--- config.mk ---
export PLATFORM = sky130hd
export DESIGN_NAME = sobel_deadlock_detector
export DESIGN_NICKNAME = d
export VERILOG_FILES = /design/src/rtl/sobel_deadlock_detector.sv
export SDC_FILE = /design/constraint.sdc
export NUM_CORES = 1
export LEC_CHECK = 0
export BUFFER_PORTS_ARGS = -buffer_cell sky130_fd_sc_hd__buf_2
export CORE_MARGIN = 1
export CORE_UTILIZATION = 54
export CTS_CLUSTER_DIAMETER = 80
export DETAILED_ROUTE_END_ITERATION = 7
export PLACE_DENSITY = 0.84
export SYNTH_ARGS = -nofsm -noshare
export SYNTH_HDL_FRONTEND = slang
export SYNTH_SLANG_ARGS = --single-unit
--- constraint.sdc ---
create_clock -name clock -period 4 [get_ports clock]
set_input_delay 0.6 -clock clock [delete_from_list [all_inputs] [get_ports clock]]
set_output_delay 0.6 -clock clock [all_outputs]
set_load 0.02 [all_outputs]
--- src/rtl/sobel_deadlock_detector.sv ---
// ---------------------------------------------------------------------------
// sobel_deadlock_detector
//
// Purpose:
//   Watches the AXIS blocked flags, per-process idle flags and top-level
//   block flags of the sobel_hls kernel. It raises a sticky `block` flag once
//   the kernel has been stalled for THRESHOLD consecutive cycles. At that
//   moment it also snapshots which AXIS channels were blocked.
//
// Ports:
//   clock            in   kernel monitor clock
//   reset            in   asynchronous, active-high reset
//   axis_block_sigs  in   [N_AXIS]  1 = AXIS channel k blocked (owned by process k+1)
//   inst_idle_sigs   in   [N_INST]  1 = process idle (process 0 = top)
//   inst_block_sigs  in   [N_BLK]   1 = top-level process blocked
//   clear            in   synchronous clear of detection state (1-cycle pulse)
//   block            out  sticky deadlock flag (state == DETECTED)
//   blocked_chan     out  [N_AXIS]  axis_block_sigs captured on detection
//   stall_cnt        out  [CNT_W]   consecutive stalled cycles, saturating
//   fsm_state        out  [2]       FSM state: 0 = RUN, 1 = ARMED, 2 = DETECTED
//
// Optional feature, enabled by defining the macro DEADLOCK_DET_TIMESTAMP_EN:
//   cycle_cnt        out  [32]  free-running cycle counter (wraps)
//   detect_time      out  [32]  cycle_cnt value latched on entry to DETECTED
//
// Valid/ready: this block has no handshakes. Every input is sampled on every
// rising clock edge, and every output is a registered level.
// ---------------------------------------------------------------------------
module sobel_deadlock_detector #(
    parameter int N_AXIS    = 2,
    parameter int N_INST    = 3,
    parameter int N_BLK     = 1,
    parameter int THRESHOLD = 16,
    parameter int CNT_W     = 16
) (
    input  logic              clock,
    input  logic              reset,
    input  logic [N_AXIS-1:0] axis_block_sigs,
    input  logic [N_INST-1:0] inst_idle_sigs,
    input  logic [N_BLK-1:0]  inst_block_sigs,
    input  logic              clear,
    output logic              block,
    output logic [N_AXIS-1:0] blocked_chan,
    output logic [CNT_W-1:0]  stall_cnt,
    output logic [1:0]        fsm_state
`ifdef DEADLOCK_DET_TIMESTAMP_EN
    ,
    output logic [31:0]       cycle_cnt,
    output logic [31:0]       detect_time
`endif
);

    typedef enum logic [1:0] {
        RUN      = 2'd0,
        ARMED    = 2'd1,
        DETECTED = 2'd2
    } state_t;

    localparam logic [CNT_W-1:0] THRESH  = CNT_W'(THRESHOLD);
    localparam logic [CNT_W-1:0] CNT_MAX = '1;

    state_t            state;
    state_t            state_nxt;
    logic [CNT_W-1:0]  cnt_nxt;
    logic [CNT_W-1:0]  cnt_inc;
    logic              capture;

    logic [N_AXIS-1:0] child_stuck;
    logic              top_stuck;
    logic              stalled_raw;
    logic              stalled;

    // Channel k belongs to process k+1. That child counts as stuck when it is
    // idle or when its channel is blocked. If every process is idle and no
    // channel is blocked, the kernel has completed. That case is not a
    // deadlock, so at least one blocked channel is required.
    always_comb begin
        child_stuck = inst_idle_sigs[N_INST-1:1] | axis_block_sigs;
        top_stuck   = inst_idle_sigs[0] | (|inst_block_sigs) | (&child_stuck);
        stalled_raw = top_stuck & (&child_stuck) & (|axis_block_sigs);
        // An unknown input on the monitor must never count as a stall.
        stalled     = (stalled_raw === 1'b1);
    end

    assign cnt_inc = (stall_cnt == CNT_MAX) ? stall_cnt : stall_cnt + CNT_W'(1);

    // Next state and counter. clear takes priority over every stall update.
    always_comb begin
        state_nxt = state;
        cnt_nxt   = stall_cnt;
        capture   = 1'b0;
        if (clear) begin
            state_nxt = RUN;
            cnt_nxt   = '0;
        end else begin
            case (state)
                RUN: begin
                    if (stalled) begin
                        cnt_nxt = CNT_W'(1);
                        if (THRESH == CNT_W'(1)) begin
                            state_nxt = DETECTED;
                            capture   = 1'b1;
                        end else begin
                            state_nxt = ARMED;
                        end
                    end else begin
                        cnt_nxt = '0;
                    end
                end
                ARMED: begin
                    if (stalled) begin
                        cnt_nxt = cnt_inc;
                        if (cnt_inc == THRESH) begin
                            state_nxt = DETECTED;
                            capture   = 1'b1;
                        end
                    end else begin
                        // Any break in the stall restarts the count.
                        state_nxt = RUN;
                        cnt_nxt   = '0;
                    end
                end
                DETECTED: begin
                    // The state is sticky. The counter keeps tracking the
                    // current consecutive stall run, and saturates.
                    cnt_nxt = stalled ? cnt_inc : '0;
                end
                default: begin
                    state_nxt = RUN;
                    cnt_nxt   = '0;
                end
            endcase
        end
    end

    always_ff @(posedge clock or posedge reset) begin
        if (reset) begin
            state        <= RUN;
            stall_cnt    <= '0;
            blocked_chan <= '0;
        end else begin
            state     <= state_nxt;
            stall_cnt <= cnt_nxt;
            if (clear) begin
                blocked_chan <= '0;
            end else if (capture) begin
                blocked_chan <= axis_block_sigs;
            end
        end
    end

    assign block     = (state == DETECTED);
    assign fsm_state = state;

`ifdef DEADLOCK_DET_TIMESTAMP_EN
    always_ff @(posedge clock or posedge reset) begin
        if (reset) begin
            cycle_cnt   <= '0;
            detect_time <= '0;
        end else begin
            cycle_cnt <= cycle_cnt + 32'd1;
            if (clear) begin
                detect_time <= '0;
            end else if (capture) begin
                // Latch the count of the cycle on which the final stall was sampled.
                detect_time <= cycle_cnt;
            end
        end
    end
`endif

endmodule

## Word level (Yosys, flattened, before mapping)

Index checks and enable logic that the tools add are counted.
Widths: inputs -> output; s select.

- Register bits: 20
- Input port bits: 9
- Output and inout bits: 21
- Logic and storage cells: 39

- $add $sub $neg: 1
- Eq/ne operators: 8
- Multiplexer cells: 16
- Bitwise gates (word level): 5
- Reductions and logical operators: 6

Operators with widths:

| cell | number |
|---|---|
| $mux 16 | 3 |
| $pmux 16 s2 | 1 |
| $add 16x1->16 const B | 1 |
| $eq 16x16->1 const B | 1 |
| $eq 16x5->1 const B | 1 |
| $mux 2 | 6 |
| $pmux 2 s3 | 1 |
| $mux 1 | 5 |
| $ne 4x4->1 const B | 1 |
| $reduce_or 2->1 | 2 |
| $ne 3x3->1 const B | 1 |
| $reduce_and 3->1 | 1 |
| $and 1x1->1 | 2 |
| $eq 2x1->1 const B | 1 |
| $eq 2x2->1 const B | 1 |
| $logic_not 2->1 | 1 |
| $ne 2x2->1 const B | 1 |
| $or 1x1->1 | 2 |
| $or 2x2->2 | 1 |
| $reduce_and 2->1 | 1 |
| $reduce_bool 2->1 | 1 |
| $eqx 1x1->1 const B | 1 |

## Depth between registers and ports, before layout

Gate-level depths: netlist of the first run.

- Depth after elaboration: 11
- Gate-level depth with buffers: 9

## Worst setup path after synthesis of the first run

Ideal clock, no wire load.

- Kind: register -> register
- From: reg stall_cnt[1]
- To: reg state[0], in the netlist fsm_state[0]
- Arrival: 2.434 ns
- Required time: 3.871 ns
- Setup slack: 1.437 ns
- Cell stages (with the launch flop): 9
- Cells stage by stage: dfrtp_1 > ha_1 > nand3_1 > nor4_2 > and3_1 > o2111ai_1 > or4_4 > a211oi_1 > a211oi_1

- Cells in the longest elaborated chain, start to end: 5
- Elaborated cells on any way between the ends: 6

Ends and longest elaborated chain:

| element | line | RTL |
|---|---|---|
| from (decl) | 44 | `output logic [CNT_W-1:0] stall_cnt,` |
| from (signal assigned) | 143 | `stall_cnt <= cnt_nxt;` |
| $add 16x1->16 or $eq 16x16->1 (tied branches) | 85 | `assign cnt_inc = (stall_cnt == CNT_MAX) ? stall_cnt : stall_cnt + CNT_W'(1);` |
| $mux 16 * | 85 |  |
| $eq 16x5->1 * | 113 | `if (cnt_inc == THRESH) begin` |
| $ne 4x4->1 (no line) * | n/a |  |
| $reduce_and 3->1 (no line) * | n/a |  |
| to (signal assigned) | 142 | `state <= state_nxt;` |
| to (decl) | 62 | `state_t state;` |

Mark *: on every way between the ends. The rest lies on a longest branch, timed or not.
A chain may end at the register's enable or synchronous reset.

## Final worst setup path of the first run

- From: reg stall_cnt[1]
- To: reg state[1], in the netlist fsm_state[1]

The elaborated chain is that of the path after synthesis.

==> key figures, run 1 <==
STA
  – Minimum clock period after layout: 3010 ps
  – Max Transition Viols Final: 0
  – Worst Tran Pin Value: 764 ps
  – Fmax: between 0.3 and 0.4 GHz
  – Period utilization: 75.2%
  – Setup Skew: 12.8 ps
  – Max_slew headroom: 49.0%
  – Final Hold Vio Count: 0
  – Final setup viols: 0
  – Total Neg Setup Slack: 0 ps
  – RSZ-0062 raised after global routing: no

Pwr
  – NetSw: 0.0983 mW
  – Sequential share of power: 59.0%
  – Pint: 0.255 mW
  – Switching Share: 27.8%
  – LEAKAGE: 0.647 nW
  – Clock Power Share: 28.1%
  – PD cells: 234 nW/µm²
  – Worst vdd ir: 0.186 mV
  – Share of power burned in combinational logic: 12.8%

Routing
  – Initial DRC count: 52
  – Vias post-DR: between 1,000 and 1,500
  – Avg WL per Cell: 15.8 µm
  – Vias per cell: roughly 6.2
  – DRT Pass-1 Iters: 4
  – Routed wire length: roughly 3300 µm
  – Drt drc: 0
  – Antenna-violating nets left: 0

Floorplan
  – Die width: roughly 53 µm
  – Die footprint: 2760 µm²
  – Initial core utilization: 60.0%
  – Die height: 52.5 µm
  – I/O pin count: 30
  – Core Box Area: 2300 µm²
  – Rows: 17

Cells and area
  – Layout overhead on the synthesized area: 9.63%
  – Ratio of cells with drive above 1 in the final layout: 23.6%
  – Final Non-Filler Cells: just over 200
  – Final antenna diode count: 0
  – Final nets: 194
  – Finished Core Util: between 60% and 70%

Critical path
  – Slowest-stage cell, CP: nor4_1
  – Worst EP required: roughly 4200 ps
  – CP endpoint kind: flop
  – Worst path cell trace: ha_1 -> nand3_1 -> nor4_2 -> and3_1 -> o2111ai_1 -> nor4_1 -> a21oi_1 -> a211oi_1
  – Slowest cell delay on critical path: 550 ps
  – Crit path arrival time: 3210 ps
  – WS Path Type: flop to flop
  – Maximum fanout along the worst path: 8
  – Critical Path Source Type: flop

Placement
  – I/O Buffers: 27
  – Placed cells: 203
  – GP Congestion: approximately 0.88
  – Dpl hpwl: about 2400 µm

CTS
  – CTS H-tree lvls: 1
  – Setup Buffers After CTS: 0
  – Root Buffer: clkbuf_4
  – # clock sinks: 20
  – Longest Clk Path Bufs: 2
  – Clock latency on the worst-skew pair: 310 ps
  – CTS Buf Count: 3
  – Cts hold-fix bufs: 0
  – CTS tree: built
  – CTS resizes: 0
  – Clk slew on worst S/H paths: 120 ps

GRT
  – First-pass GRT wire length: 5510 µm
  – Overall routing resource usage: approximately 27%
  – Initial antenna violation count: 0
  – Met3 usage: 3.77%
  – Number of global-route vias before repair: approximately 1,200
  – Met1 Use GR: 36.2%
  – Met2 Track Usage GR: 44.7%
  – Gr ovfl total: 0
  – Largest net degree at the start of global routing: 21
  – GRT busiest layer: met2

Yosys
  – Avg Inst Size Synth: just under 9 µm²
  – Leading register cell type out of synthesis: dfrtp_1
  – Synthesis warning total: 0
  – Synth cell types: 41
  – Ys async rst share: 100%
  – Largest area contributor in the netlist: dfrtp_1
  – Number of enable flip-flop cells after synthesis: 0
  – Net count after synthesis: approximately 170
  – Flop and latch count out of synthesis: 20
  – Register area share after synthesis: 36.3%
  – Synthesized area: 1380 µm²
  – Ranking of synthesized cells by area: dfrtp_1 36%, nor2_1 6.0%, nand3_1 4.7%, ha_1 4.5%, mux2i_1 4.4%
  – Synthesized netlist cell count: around 160
  – Yosys top cell area share: 36.3%

Hold path
  – Hold Crit Class: input pin to asynchronous set/reset pin

Flow run
  – Max Cap Viol: 0

Run status
  – Status: completed
==> worst max-delay path: cells and delay by family (launching register included) <==
| kind | cells | cell delay [ps] |
|---|---|---|
| AOI/OAI and AO/OA | 3 | 600 |
| DFF | 1 | 490 |
| and+or+nand+nor | 4 | 1520 |
| adders and majority gates | 1 | 310 |
==> metrics by stage <==
step | hold slack [ps] | setup slack [ps] | cell area [µm²] | power (mW)
final | 403 | 991 | 1510 | 0.353
after global routing | 486 | 777 | 1510 | 0.366
after CTS | 452 | 1060 | 1510 | 0.353
after detailed placement | 557 | 1110 | 1490 | 0.257
after global placement | 525 | 1230 | 1490 | 0.254
after floorplan | 564 | 1440 | 1380 | 0.242
==> placed cells by master (no fill, tap or decap), types with 2 or more instances in the layout <==
master,synthesis,routed
a211oi_1,6,6
a21oi_1,8,8
a31oi_1,5,5
and3_2,2,2
buf_2,2,27
clkbuf_4,0,3
dfrtp_1,20,20
ha_1,5,5
inv_1,6,6
mux2i_1,6,6
nand2_1,6,6
nand2b_1,2,2
nand3_1,13,13
nand4_1,3,3
nor2_1,22,22
nor3_1,6,6
nor4_1,4,4
o21a_1,2,2
o21ai_0,8,8
xnor2_1,3,3
xor2_1,3,3
==> power groups by stage <==
stage	combinational, mW	clock, mW	sequential (mW)
floorplan	0.0268	0	0.215
global placement	0.0414	0	0.212
detailed placement	0.0447	0	0.212
CTS	0.0449	0.0992	0.208
global route	0.0504	0.106	0.209
finish	0.0453	0.0994	0.209
==> worst paths after layout <==
check / startpoint / to / slack [ps] / depth (start not counted)
max: stall_cnt[1]$_DFF_PP0_ / fsm_state[1]$_DFFE_PP0P_ / 990 / 8
min: reset / stall_cnt[5]$_DFF_PP0_ / 400 / 2
max reg2reg: stall_cnt[1]$_DFF_PP0_ / fsm_state[1]$_DFFE_PP0P_ / 990 / 8
min reg2reg: blocked_chan[1]$_DFFE_PP0P_ / blocked_chan[1]$_DFFE_PP0P_ / 590 / 2
max in group asynchronous: reset / stall_cnt[14]$_DFF_PP0_ / 3110 / 2
min in group clock: clear / blocked_chan[0]$_DFFE_PP0P_ / 500 / 2
==> cell families after synthesis <==
logic type | synth area share (%)
compound gates | 17.2
xor+xnor | 3.82
fa+ha+maj | 4.54
buf+inv | 5.99
flops | 36.3
mux | 4.36
simple gates | 27.8
==> layout make-up <==
type                       count  area, µm²
multi-input combinational    122        795
fill                         201        787
sequential                    20        500
timing repair buffer          27        135
tap                           28       35.0
clock buffer                   3       22.5
inverter                       6       22.5
==> routing by layer <==
metal	vias to the layer above	wire length [µm]
met5	-	0
li1	613	-
met1	629	1460
met4	0	43
met2	38	1660
met3	4	101
==> Yosys cell counts (all sizes together), types with 2 or more instances <==
cell type / instances
a211oi: 6
and2: 2
inv: 6
mux2i: 6
nor2: 22
a21oi: 8
dfrtp: 20
nor3: 6
o21ai: 8
xnor2: 3
o21a: 2
buf: 5
nand2b: 2
a31oi: 5
clkbuf: 4
and3: 3
nand4: 4
nor4: 5
nand2: 6
xor2: 3
nand3: 14
ha: 5
or3: 2
==> sequential cells by signal, indices dropped and copies added (netlist names) <==
signal,count
stall_cnt,16
fsm_state,2
blocked_chan,2
Power figures use the tool's default switching activity.
==> inputs of run 2 (changes only) <==
--- a/config.mk
+++ b/config.mk
@@ -7,10 +7,10 @@
 export LEC_CHECK = 0
 export BUFFER_PORTS_ARGS = -buffer_cell sky130_fd_sc_hd__buf_2
 export CORE_MARGIN = 1
-export CORE_UTILIZATION = 54
+export CORE_UTILIZATION = 48
 export CTS_CLUSTER_DIAMETER = 80
 export DETAILED_ROUTE_END_ITERATION = 7
-export PLACE_DENSITY = 0.84
+export PLACE_DENSITY = 0.8
 export SYNTH_ARGS = -nofsm -noshare
 export SYNTH_HDL_FRONTEND = slang
 export SYNTH_SLANG_ARGS = --single-unit
==> constraint.sdc (replaced) <==
create_clock -name clock -period 2.6 [get_ports clock]
set_input_delay 0.39 -clock clock [delete_from_list [all_inputs] [get_ports clock]]
set_output_delay 0.39 -clock clock [all_outputs]
set_load 0.02 [all_outputs]
==> run 2 against run 1 <==
Clock-buffer cell count is the same; power rose by 85%; register-to-register slack got worse by 810 ps; largest cell class unchanged; combinational power up 63%.
==> key figures, run 2 (synthesized netlist as in run 1, its figures left out) <==
Critical path
  – Crit path buf inv count: 2
  – Worst EP required: 2790 ps
  – WP depth: 9
  – Slowest cell delay on critical path: 540 ps
  – Worst path cell trace: buf_4 -> nand4_2 -> nor4_2 -> buf_4 -> mux2i_1 -> o211ai_1 -> or4_4 -> a211oi_2 -> a211oi_1
  – Critical Path Source Type: flop
  – Slowest-stage cell, CP: or4_4
  – WS Path Type: flop to flop
  – Maximum fanout along the worst path: 6
  – CP endpoint kind: flop
  – Critical R2R Launch: stall_cnt[1]$_DFF_PP0_
  – Most used cell, CP: buf_4
  – End of the critical path: fsm_state[0]$_DFFE_PP0P_
  – Crit path arrival time: 2610 ps
  – CP startpoint: stall_cnt[1]$_DFF_PP0_
  – R2R Setup Slk: 180 ps
  – R2R depth: 9
  – Critical path's top delay family: simple AND/OR/NAND/NOR gates
  – R2R Path End: fsm_state[0]$_DFFE_PP0P_

CTS
  – CTS H-tree lvls: 1
  – CTS tree: built
  – Longest Clk Path Bufs: 2
  – Root Buffer: clkbuf_4
  – # clock sinks: 20
  – Clock latency on the worst-skew pair: around 310 ps
  – Clk slew on worst S/H paths: about 140 ps
  – CTS Buf Count: 3
  – Setup Buffers After CTS: 0

Routing
  – Initial DRC count: 47
  – Drt drc: 0
  – Vias per cell: 6.11
  – Antenna-violating nets left: 0
  – DRT Pass-1 Iters: 4
  – Avg WL per Cell: 14.8 µm
  – Routed wire length: 3250 µm
  – Vias post-DR: 1,338

Placement
  – Dpl hpwl: ~2400 µm
  – Cell Area, Placed: 1560 µm²
  – GP Congestion: between 0.8 and 0.9
  – I/O Buffers: 27
  – Placed cells: about 220

Cells and area
  – Final antenna diode count: 0
  – Layout overhead on the synthesized area: 19.3%
  – Top reg by flops: stall_cnt
  – Ratio of cells with drive above 1 in the final layout: 31.4%
  – Final Non-Filler Cells: 219
  – Number of flip-flops in the largest register: 16
  – Finished Cell Area: between 1500 and 2000 µm²
  – Finished Core Util: between 60% and 70%
  – Final nets: around 200
  – Commonest non-fill, non-tap cell in the layout: buf_2
  – Most frequent cells in the layout: 27 x buf_2, 22 x nor2_1, 17 x dfrtp_1, 12 x nand3_1, 9 x buf_4

Run status
  – Status: completed

Floorplan
  – I/O pin count: 30
  – Die footprint: roughly 3100 µm²
  – Initial core utilization: 50.4%
  – Die width: 55.6 µm
  – Core Box Area: 2730 µm²
  – Rows: 19
  – Die height: 55.6 µm

Pwr
  – Total power: 0.655 mW
  – Worst vdd ir: 0.263 mV
  – LEAKAGE: 0.703 nW
  – PD cells: 398 nW/µm²

STA
  – Max Transition Viols Final: 0
  – Fmax: approximately 0.41 GHz
  – Total Neg Setup Slack: 0 ps
  – Max_slew headroom: 48.1%
  – Minimum clock period after layout: approximately 2400 ps
  – Setup Skew: 18.3 ps
  – Worst Tran Pin Value: slightly below 800 ps
  – Final Hold Vio Count: 0
  – Period utilization: approximately 93%
  – Final setup viols: 0
  – RSZ-0062 raised after global routing: no

GRT
  – Initial antenna violation count: 0
  – Largest net degree at the start of global routing: 21
  – First-pass GRT wire length: 5550 µm
  – Number of global-route vias before repair: 1,252
  – Overall routing resource usage: 22.2%
  – Gr ovfl total: 0

Hold path
  – Hold Crit Class: input pin to asynchronous set/reset pin

Flow run
  – Max Cap Viol: 0
[run 2: worst min path at each step]
| stage | cells after the start | to | startpoint | slack, ps |
|---|---|---|---|---|
| 6_report | 2 | stall_cnt[8]$_DFF_PP0_ | reset | 190 |
| 5_1_grt | 2 | stall_cnt[7]$_DFF_PP0_ | reset | 260 |
| 4_1_cts | 2 | blocked_chan[1]$_DFFE_PP0P_ | reset | 240 |
| 3_5_place_dp | 2 | blocked_chan[1]$_DFFE_PP0P_ | blocked_chan[1]$_DFFE_PP0P_ | 530 |
| 3_3_place_gp | 2 | blocked_chan[0]$_DFFE_PP0P_ | blocked_chan[0]$_DFFE_PP0P_ | 530 |
| 2_1_floorplan | 1 | blocked_chan[0]$_DFFE_PP0P_ | reset | 350 |
[run 2: area by class of cell]
cell class | count | area, µm²
clock buffers | 3 | 22.5
clock inverters | 1 | 30.0
fillers | 242 | 1090
inverters | 6 | 22.5
multi-input cells | 122 | 823
flip-flops and latches | 20 | 504
well taps | 31 | 38.8
repair buffers | 36 | 203
[run 2: power breakdown]
| part | switching (mW) | internal, mW | leakage, nW |
|---|---|---|---|
| clock network | 0.106 | 0.156 | 0.0279 |
| logic | 0.0485 | 0.0254 | 0.402 |
| registers | 0.00393 | 0.315 | 0.273 |
[run 2: per-layer routing]
metal | share of wire (%) | track usage [%] | vias up
met4 | 0.49 | 7.50 | 0
met5 | 0 | 0 | -
met2 | 51 | 40.1 | 40
met3 | 4.0 | 2.33 | 2
li1 | - | - | 636
met1 | 44 | 27.4 | 660
[run 2: what timing repair did]
action	in CTS	in global routing
hold buffers	0	0
hold endpoints to repair	0	0
endpoints found under the setup margin	0	4
resized for setup	0	8
[run 2: per-stage QoR]
| stage | hold WS, ps | setup WS (ps) |
|---|---|---|
| global placement | 533 | 170 |
| finish | 191 | 182 |
| floorplan | 354 | 36.7 |
| CTS | 236 | 65.5 |
| detailed placement | 533 | 84.3 |
| global route | 263 | 50.1 |
